$ cat src/rtl/addr_unit_pkg.sv
// Shared types and helpers for the address register unit: serialiser state
// encoding, slice-count helper and the parameter legality check.
package addr_unit_pkg;

  typedef enum logic {
    IDLE  = 1'b0,
    SHIFT = 1'b1
  } ser_state_t;

  function automatic int nbytes(input int addr_w, input int data_w);
    return addr_w / data_w;
  endfunction

  function automatic bit params_ok(input int addr_w, input int data_w, input int nreg);
    return (data_w > 0) && (addr_w >= data_w) && ((addr_w % data_w) == 0) && (nreg >= 2);
  endfunction

endpackage

$ cat src/rtl/addr_unit_ser.sv
// Byte serialiser: snapshots a register on load and streams it low slice first.
// Build option ADU_TRISTATE_EN: q floats ('z) whenever q_valid is low.
module addr_unit_ser
  import addr_unit_pkg::*;
#(
  parameter int ADDR_W = 16,
  parameter int DATA_W = 8
) (
  input  logic              clk,
  input  logic              rst,
  input  logic              load,
  input  logic [ADDR_W-1:0] snap_in,
  output logic [DATA_W-1:0] q,
  output logic              q_valid,
  output logic              rd_busy
);

  localparam int NB  = nbytes(ADDR_W, DATA_W);
  localparam int K_W = (NB > 1) ? $clog2(NB) : 1;

  ser_state_t        state;
  logic [ADDR_W-1:0] snap;
  logic [K_W-1:0]    k;
  logic [DATA_W-1:0] q_reg;

  // snap holds only the slices not yet shown: slice 0 goes straight to q_reg
  // on load, and each beat shifts the next slice down into the low bits.
  // NOTE: sequential state uses non-blocking (<=) so every register samples
  // pre-edge values; blocking here would create order-dependent races.
  always_ff @(posedge clk or posedge rst) begin
    if (rst) begin
      state   <= IDLE;
      snap    <= '0;
      k       <= '0;
      q_reg   <= '0;
      q_valid <= 1'b0;
      rd_busy <= 1'b0;
    end else begin
      case (state)
        IDLE: begin
          if (load) begin
            state   <= SHIFT;
            snap    <= snap_in >> DATA_W;
            k       <= '0;
            q_reg   <= snap_in[DATA_W-1:0];
            q_valid <= 1'b1;
            rd_busy <= 1'b1;
          end
        end
        SHIFT: begin
          if (k == K_W'(NB - 1)) begin
            state   <= IDLE;
            q_reg   <= '0;
            q_valid <= 1'b0;
            rd_busy <= 1'b0;
          end else begin
            k     <= k + 1'b1;
            q_reg <= snap[DATA_W-1:0];
            snap  <= snap >> DATA_W;
          end
        end
        default: state <= IDLE;
      endcase
    end
  end

`ifdef ADU_TRISTATE_EN
  assign q = q_valid ? q_reg : {DATA_W{1'bz}};
`else
  assign q = q_reg;
`endif

endmodule

$ cat src/rtl/addr_unit.sv
// Address register unit: NREG registers with load and inc/dec, an address-bus
// mux and a byte serialiser. Build option ADU_TRISTATE_EN selects a tri-state q.
module addr_unit
  import addr_unit_pkg::*;
#(
  parameter int ADDR_W = 16,
  parameter int DATA_W = 8,
  parameter int NREG   = 4,
  parameter int SEL_W  = $clog2(NREG)
) (
  input  logic              clk,
  input  logic              rst,
  input  logic              we,
  input  logic [SEL_W-1:0]  wsel,
  input  logic [ADDR_W-1:0] wdata,
  input  logic              inc,
  input  logic              dec,
  input  logic [SEL_W-1:0]  isel,
  input  logic [SEL_W-1:0]  asel,
  output logic [ADDR_W-1:0] addr,
  input  logic              rd_req,
  input  logic [SEL_W-1:0]  rsel,
  output logic              rd_busy,
  output logic [DATA_W-1:0] q,
  output logic              q_valid
);

  if (!params_ok(ADDR_W, DATA_W, NREG)) begin : g_bad_params
    $error("addr_unit: ADDR_W must be a multiple of DATA_W and NREG must be >= 2");
  end

  logic [ADDR_W-1:0] regs [NREG];

  // Write beats inc/dec on the same register; inc and dec together cancel.
  // NOTE: the register array is reset explicitly because software relies on
  // all address registers reading zero after reset; this keeps it in flops.
  always_ff @(posedge clk or posedge rst) begin
    if (rst) begin
      for (int i = 0; i < NREG; i++) regs[i] <= '0;
    end else begin
      for (int i = 0; i < NREG; i++) begin
        if (we && (wsel == SEL_W'(i))) begin
          regs[i] <= wdata;
        end else if ((isel == SEL_W'(i)) && (inc != dec)) begin
          regs[i] <= inc ? regs[i] + 1'b1 : regs[i] - 1'b1;
        end
      end
    end
  end

  assign addr = regs[asel];

  // regs[rsel] is the pre-edge value, so same-edge writes never reach the snapshot.
  addr_unit_ser #(
    .ADDR_W (ADDR_W),
    .DATA_W (DATA_W)
  ) u_ser (
    .clk     (clk),
    .rst     (rst),
    .load    (rd_req),
    .snap_in (regs[rsel]),
    .q       (q),
    .q_valid (q_valid),
    .rd_busy (rd_busy)
  );

endmodule

$ cat config.mk
export PLATFORM = sky130hd
export DESIGN_NAME = addr_unit
export DESIGN_NICKNAME = d
export VERILOG_FILES = /design/src/rtl/addr_unit_pkg.sv /design/src/rtl/addr_unit_ser.sv /design/src/rtl/addr_unit.sv
export SDC_FILE = /design/constraint.sdc
export NUM_CORES = 1
export LEC_CHECK = 0
export ABC_AREA = 1
export ABC_CLOCK_PERIOD_IN_PS = 3850
export CORE_MARGIN = 10
export CORE_UTILIZATION = 61
export CTS_CLUSTER_DIAMETER = 60
export DETAILED_ROUTE_END_ITERATION = 6
export GPL_ROUTABILITY_DRIVEN = 0
export PLACE_DENSITY = 0.82
export SYNTH_ARGS = -nofsm -noshare
export SYNTH_HDL_FRONTEND = slang
export SYNTH_SLANG_ARGS = --single-unit
$ cat constraint.sdc
create_clock -name clk -period 3.85 [get_ports clk]
set_clock_uncertainty 0.05 [all_clocks]
set_input_delay 0.77 -clock clk [delete_from_list [all_inputs] [get_ports clk]]
set_output_delay 0.77 -clock clk [all_outputs]
set_load 0.005 [all_outputs]
==> results of run 1 <==
[logic make-up after synthesis]
| family | Yosys count |
|---|---|
| xor+xnor | 14 |
| compound gates | 217 |
| fa+ha+maj | 60 |
| flops | 83 |
| buf+inv | 280 |
| simple gates | 713 |
[worst max-delay path, delay by kind of cell]
kind,cells,cell delay (ns)
AND/OR/NAND/NOR,1,0.05
AO/OA/AOI/OAI,1,0.16
buffers and inverters,5,1.76
[stage by stage]
| step | hold slack, ns | std cells | setup WS (ns) |
|---|---|---|---|
| floorplan | 0.393 | 1367 | 0.893 |
| global placement | 0.407 | 1578 | 0.388 |
| detailed placement | 0.415 | 1578 | 0.336 |
| CTS | 0.420 | 1594 | 0.322 |
| global route | 0.438 | 1594 | 0.194 |
| finish | 0.424 | 1594 | 0.282 |
[power by group through the flow]
stage	combinational (W)	sequential (W)	clock, W
after floorplan	0.00217	0.00141	0
after global placement	0.00283	0.00161	0
after detailed placement	0.00291	0.00161	0
after CTS	0.00292	0.00159	0.000879
after global routing	0.00337	0.00164	0.000909
final	0.00296	0.00162	0.000878
[synth_stat cells, drive strengths merged, types with 5 or more instances]
| cell | n |
|---|---|
| a21oi | 83 |
| buf | 14 |
| clkbuf | 16 |
| clkinv | 7 |
| dfrtp | 83 |
| ha | 56 |
| inv | 243 |
| nand2 | 500 |
| nand3 | 105 |
| nand3b | 8 |
| nand4 | 7 |
| nor2 | 76 |
| nor3 | 13 |
| o211ai | 16 |
| o21ai | 78 |
| o22ai | 28 |
| o32ai | 5 |
| xor2 | 10 |
[worst max-delay path by stage]
stage	endpoint	slack, ns	cells after the start
finish	addr[12]	0.28	7
global route	addr[11]	0.19	7
CTS	addr[12]	0.32	7
detailed placement	addr[12]	0.34	7
global placement	addr[12]	0.39	7
floorplan	regs[0]	0.89	1
[area by class of cell]
| class | count | area [µm²] |
|---|---|---|
| Clock buffer | 9 | 225 |
| Clock inverter | 7 | 68.8 |
| Fill cell | 1243 | 3990 |
| Inverter | 250 | 945 |
| Multi-Input combinational cell | 1004 | 5080 |
| Sequential cell | 83 | 2080 |
| Tap cell | 176 | 220 |
| Timing Repair Buffer | 65 | 638 |
[metal layers]
| metal | vias to the layer above | track usage (%) |
|---|---|---|
| met5 | - | 0 |
| met4 | 0 | 16.3 |
| met3 | 86 | 4.43 |
| met2 | 450 | 43.3 |
| met1 | 3972 | 36.9 |
| li1 | 4439 | - |
==> metrics.md, run 1 <==
| Metric | Value |
|---|---|
| Run status | completed |
| Layout cells sized above 1 | 4.37% |
| Global route total overflow | 0 |
| Largest net degree at the start of global routing | 43 |
| Clk pwr share | 16.1% |
| Wire per inst | 16.3 µm |
| CP peak stage delay | 0.53 ns |
| Number of global-route vias before repair | 8040 |
| Post-CTS sizing | 0 |
| Setup crit end kind | output port |
| Worst path cell trace | clkdlybuf4s50_1 > inv_1 > buf_4 > buf_4 > nand2_1 > a21oi_1 > clkdlybuf4s50_1 |
| Worst R2R End | regs[12] |
| Post-Route WL | 26000 µm |
| Post-synth top area cell | dfrtp_1 |
| DIE HEIGHT | 136 µm |
| CTS root buf | clkbuf_16 |
| Hold Crit Start | u_ser.state |
| DR vias/cell | 5.61 |
| Die area | 18600 µm² |
| RSZ-0062 raised after global routing | false |
| VDD IR max | 0.000299 V |
| Ports | 56 |
| Worst Path Max Fanout | 28 |
| Rel. slew slack | 28.7% |
| Avg Inst Size Synth | 6.05 µm² |
| Post-synthesis simple-gate area fraction | 35.8% |
| Mapped Nets | 1457 |
| Clock Sinks | 83 |
| Flops & latches, synth | 83 |
| Cell Area, Synth | 8270 µm² |
| Crit Reg-Reg Startpoint | regs[0] |
| PnR Total Power | 0.00546 W |
| Critical Path Source Type | input port |
| Adder-cell share of the synthesized area | 9.44% |
| Leakage Power | 5.14 nW |
| Post-synth EDFFs | 0 |
| Synth top area cells | dfrtp_1 25%, nand2_1 22%, inv_1 10% |
| Final nets | 1503 |
| Number of port buffers | 55 |
| First-pass GRT wire length | 41400 µm |
| Fmax | 0.280 GHz |
| Met2 routed WL | 11400 µm |
| Final min period | 3.57 ns |
| Cells after synthesis | 1367 |
| ANT cells | 0 |
| Crit share post-route | 92.7% |
| Top FF cell, synth | dfrtp_1 |
| Largest family of logic cells by synthesized area | simple AND/OR/NAND/NOR gates |
| TritonCTS clock tree | built |
| Internal Power | 0.00284 W |
| TritonCTS Buffers | 9 |
| Ys Warns | 0 |
| Met3 wire len | 2450 µm |
| Final Max Slew Viols | 0 |
| Largest register FFs | 64 |
| Net Sw Power | 0.00262 W |
| DRC | 0 |
| Final Instance Area | 9250 µm² |
| Worst hold path type | flop to flop |
| Vias post-DR | 8947 |
| Most frequent cells in the layout | 494 x nand2_1, 228 x inv_1, 103 x nand3_1 |
| Postcts setup bufs | 0 |
| Slowest-stage cell, CP | clkdlybuf4s50_1 |
| Setup TNS | 0 ns |
| Number of routed nets with antenna violations | 0 |
| Comb power frac | 54.2% |
| Row cnt | 42 |
| Post-synthesis compound-gate area fraction | 14.7% |
| Yosys cell types | 39 |
| Post-synthesis mux area share | 0% |
| Starting Density | 62.4% |
| Worst EP required | 3.03 ns |
| Met1 Wirelength | 10700 µm |
| Setup violators final | 0 |
| Worst hold endpoint | u_ser.q_valid |
| Clk_lat worst skew | 0.35 ns |
| Critical path origin | asel[0] |
| Sequential Power Share | 29.7% |
| First-pass DRT Iterations | 6 |
| DR top layer | met4 |
| Total GRT Usage | 28.2% |
| Seq/Total Area, Yosys | 25.1% |
| Crit path arrival time | 2.75 ns |
| Area delta synth->final | 11.9% |
| WS Path Type | input port to output port |
| R2R depth | 10 |
| Pwr Density | 590 nW/µm² |
| Slack of the worst reg-to-reg path | 1.96 ns |
| Util after Layout | 69.9% |
| Sw frac | 48.0% |
| Initial antenna violation count | 0 |
| HPWL Detailed | 20100 µm |
| Drt initial violations | 1123 |
| H-Tree Depth | 3 |
| Post-synth top area share | 25.1% |
| Least-Margin Pin Slew | 1.07 ns |
| Clock Tree Buf Depth | 2 |
| Post-Synth XOR/XNOR Area | 1.48% |
| Hold depth | 1 |
| Asr flop ratio synth | 100% |
| Max cap viols | 0 |
| Final Hold Vio Count | 0 |
| Placement Cell Area | 8960 µm² |
| Width of the chip | 136 µm |
| Commonest non-fill, non-tap cell in the layout | nand2_1 |
| Hold Buf Count CTS | 0 |
| Reg clk slew, reported paths | 0.07 ns |
| Core ar. | 13200 µm² |
Note: power is estimated with default switching activity, not from simulation.
==> run 2, diff against run 1 <==
SYNTH_HIERARCHICAL = 1   (was unset)
==> metrics.md, run 2 <==
| Metric | Value |
|---|---|
| Hold depth | 2 |
| H-Tree Depth | 3 |
| Final nets | 1532 |
| Global route total overflow | 0 |
| DRC | 0 |
| Crit path arrival time | 2.69 ns |
| Largest net degree at the start of global routing | 58 |
| Worst EP required | 3.03 ns |
| Postcts setup bufs | 0 |
| Width of the chip | 139 µm |
| Largest register FFs | 64 |
| Mapped Nets | 1487 |
| Yosys cell types | 43 |
| Crit Reg-Reg Startpoint | regs[48] |
| Rel. slew slack | 40.7% |
| Most frequent cell after synthesis | nand2_1 |
| WS Path Type | input port to output port |
| Critical Path Source Type | input port |
| Max cap viols | 0 |
| Post-synth top area share | 24.2% |
| Worst hold endpoint | u_ser/q[7] |
| Reg clk slew, reported paths | 0.07 ns |
| Worst R2R End | regs[60] |
| Commonest non-fill, non-tap cell in the layout | nand2_1 |
| Run status | completed |
| Cells after DPL | 1611 |
| FILL cells | 1266 |
| Number of global-route vias before repair | 8635 |
| Clock Tree Buf Depth | 2 |
| Flops & latches, synth | 83 |
| Post-CTS sizing | 0 |
| First-pass DRT Iterations | 6 |
| Setup crit end kind | output port |
| Pwr Density | 590 nW/µm² |
| Post-Route WL | 26900 µm |
| DIE HEIGHT | 139 µm |
| Drt initial violations | 980 |
| Clk_lat worst skew | 0.35 ns |
| CP peak stage delay | 0.57 ns |
| First-pass GRT wire length | 43100 µm |
| Die area | 19200 µm² |
| CTS root buf | clkbuf_16 |
| Final Hold Vio Count | 0 |
| Worst Path Max Fanout | 34 |
| DR vias/cell | 5.69 |
| Ys Warns | 6 |
| Worst path cell trace | clkdlybuf4s50_1 > inv_1 > buf_4 > o21ai_0 > o22ai_1 > clkdlybuf4s50_1 |
| Synth top cells by count | 514 x nand2_1, 211 x inv_1, 106 x nor2_1, 98 x nand3_1, 83 x dfrtp_1 |
| VDD IR max | 0.000322 V |
| Number of routed nets with antenna violations | 0 |
| Leakage Power | 5.26 nW |
| Post-synth EDFFs | 0 |
| TritonCTS clock tree | built |
| Core ar. | 13800 µm² |
| R2R depth | 10 |
| Top FF cell, synth | dfrtp_1 |
| Slack of the worst reg-to-reg path | 1.88 ns |
| Footprint of the multi-input gates | 5400 µm² |
| Hold Crit Start | u_ser/q[7] |
| Starting Density | 62.0% |
| RSZ-0062 raised after global routing | false |
| Asr flop ratio synth | 100% |
| Total GRT Usage | 27.2% |
| Crit share post-route | 91.2% |
| Cell Area, Synth | 8570 µm² |
| Seq/Total Area, Yosys | 24.2% |
| Most frequent cells in the layout | 514 x nand2_1, 210 x inv_1, 106 x nor2_1 |
| ANT cells | 0 |
| Ports | 56 |
| Synth top area cells | dfrtp_1 24%, nand2_1 23%, inv_1 9.2% |
| Fin cells | 1626 |
| Most numerous cell on the critical path | clkdlybuf4s50_1 |
| Layout cells sized above 1 | 6.22% |
| Post-synth top area cell | dfrtp_1 |
| FF/Latch Area | 2080 µm² |
| Fmax | 0.285 GHz |
| Avg Inst Size Synth | 6.13 µm² |
| Row cnt | 43 |
| Hold Buf Count CTS | 0 |
| Final Max Slew Viols | 0 |
| Slowest-stage cell, CP | clkdlybuf4s50_1 |
| Final min period | 3.51 ns |
| Setup violators final | 0 |
| TritonCTS Buffers | 9 |
| WHS | 0.429 ns |
| Initial antenna violation count | 0 |
| Number of port buffers | 55 |
| Wire per inst | 16.5 µm |
| Vias post-DR | 9260 |
| HPWL Detailed | 20500 µm |
| Worst hold path type | flop to flop |
| Clock Sinks | 83 |
| Area delta synth->final | 11.2% |
| Cells after synthesis | 1397 |
| Setup TNS | 0 ns |
| Least-Margin Pin Slew | 0.889 ns |
-- run 2: per-stage QoR --
stage	instance area, µm²	utilization, %	power [W]	worst slack (ns)
6_report	9530	68.9	0.00562	0.340
5_1_grt	9530	68.9	0.00610	0.231
2_1_floorplan	8570	-	0.00374	1.40
4_1_cts	9530	68.9	0.00555	0.393
3_3_place_gp	9230	66.7	0.00456	0.432
3_5_place_dp	9230	66.7	0.00465	0.400
-- run 2: cells by family (layout without fill, tap and decap cells) --
logic type,after synthesis,count (layout),share of synthesized area (%)
compound gates,197,197,13.0
xor+xnor,16,16,1.64
fa+ha+maj,60,60,9.11
buf+inv,263,312,12.8
flops,83,83,24.2
simple gates,778,778,39.2
-- run 2: cell type report --
class / instances / share of cell area [%]
Multi-Input combinational cell: 1051 / 56.7
Sequential cell: 83 / 21.8
Inverter: 233 / 9.39
Timing Repair Buffer: 64 / 6.62
Clock buffer: 10 / 2.51
Tap cell: 180 / 2.36
Clock inverter: 5 / 0.657
-- run 2: how the worst max path moves through the flow --
stage          slack [ns]  startpoint       end
2_1_floorplan        1.40         inc  regs[45]
3_3_place_gp         0.43     asel[0]  addr[12]
3_5_place_dp         0.40     asel[0]  addr[10]
4_1_cts              0.39     asel[0]  addr[10]
5_1_grt              0.23     asel[0]  addr[11]
6_report             0.34     asel[0]  addr[11]
-- run 2: critical path, delay by kind of cell --
| kind | cells | cell delay [ns] |
|---|---|---|
| compound gates | 2 | 0.42 |
| buf+inv | 4 | 1.48 |
-- run 2: report_power, final --
group | total (W) | leakage, nW | internal (W) | switching, W
sequential | 0.00169 | 1.02 | 0.00118 | 0.000506
combinational | 0.00304 | 4.09 | 0.00119 | 0.00185
clock | 0.000893 | 0.141 | 0.000520 | 0.000373
total | 0.00562 | 5.26 | 0.00289 | 0.00273
-- run 2: routing by layer --
layer	GRT usage [%]	part of all wire, %	vias up
li1	-	-	4518
met1	33.9	41	4148
met2	43.0	43	507
met3	7.91	12	87
met4	10.9	4.4	0
met5	0	0	-
==> run 3, diff against run 2 <==
SKIP_LAST_GASP = 1   (was unset)
==> results of run 3 <==
The final DEF is identical to that of run 2; final timing and power are the same.
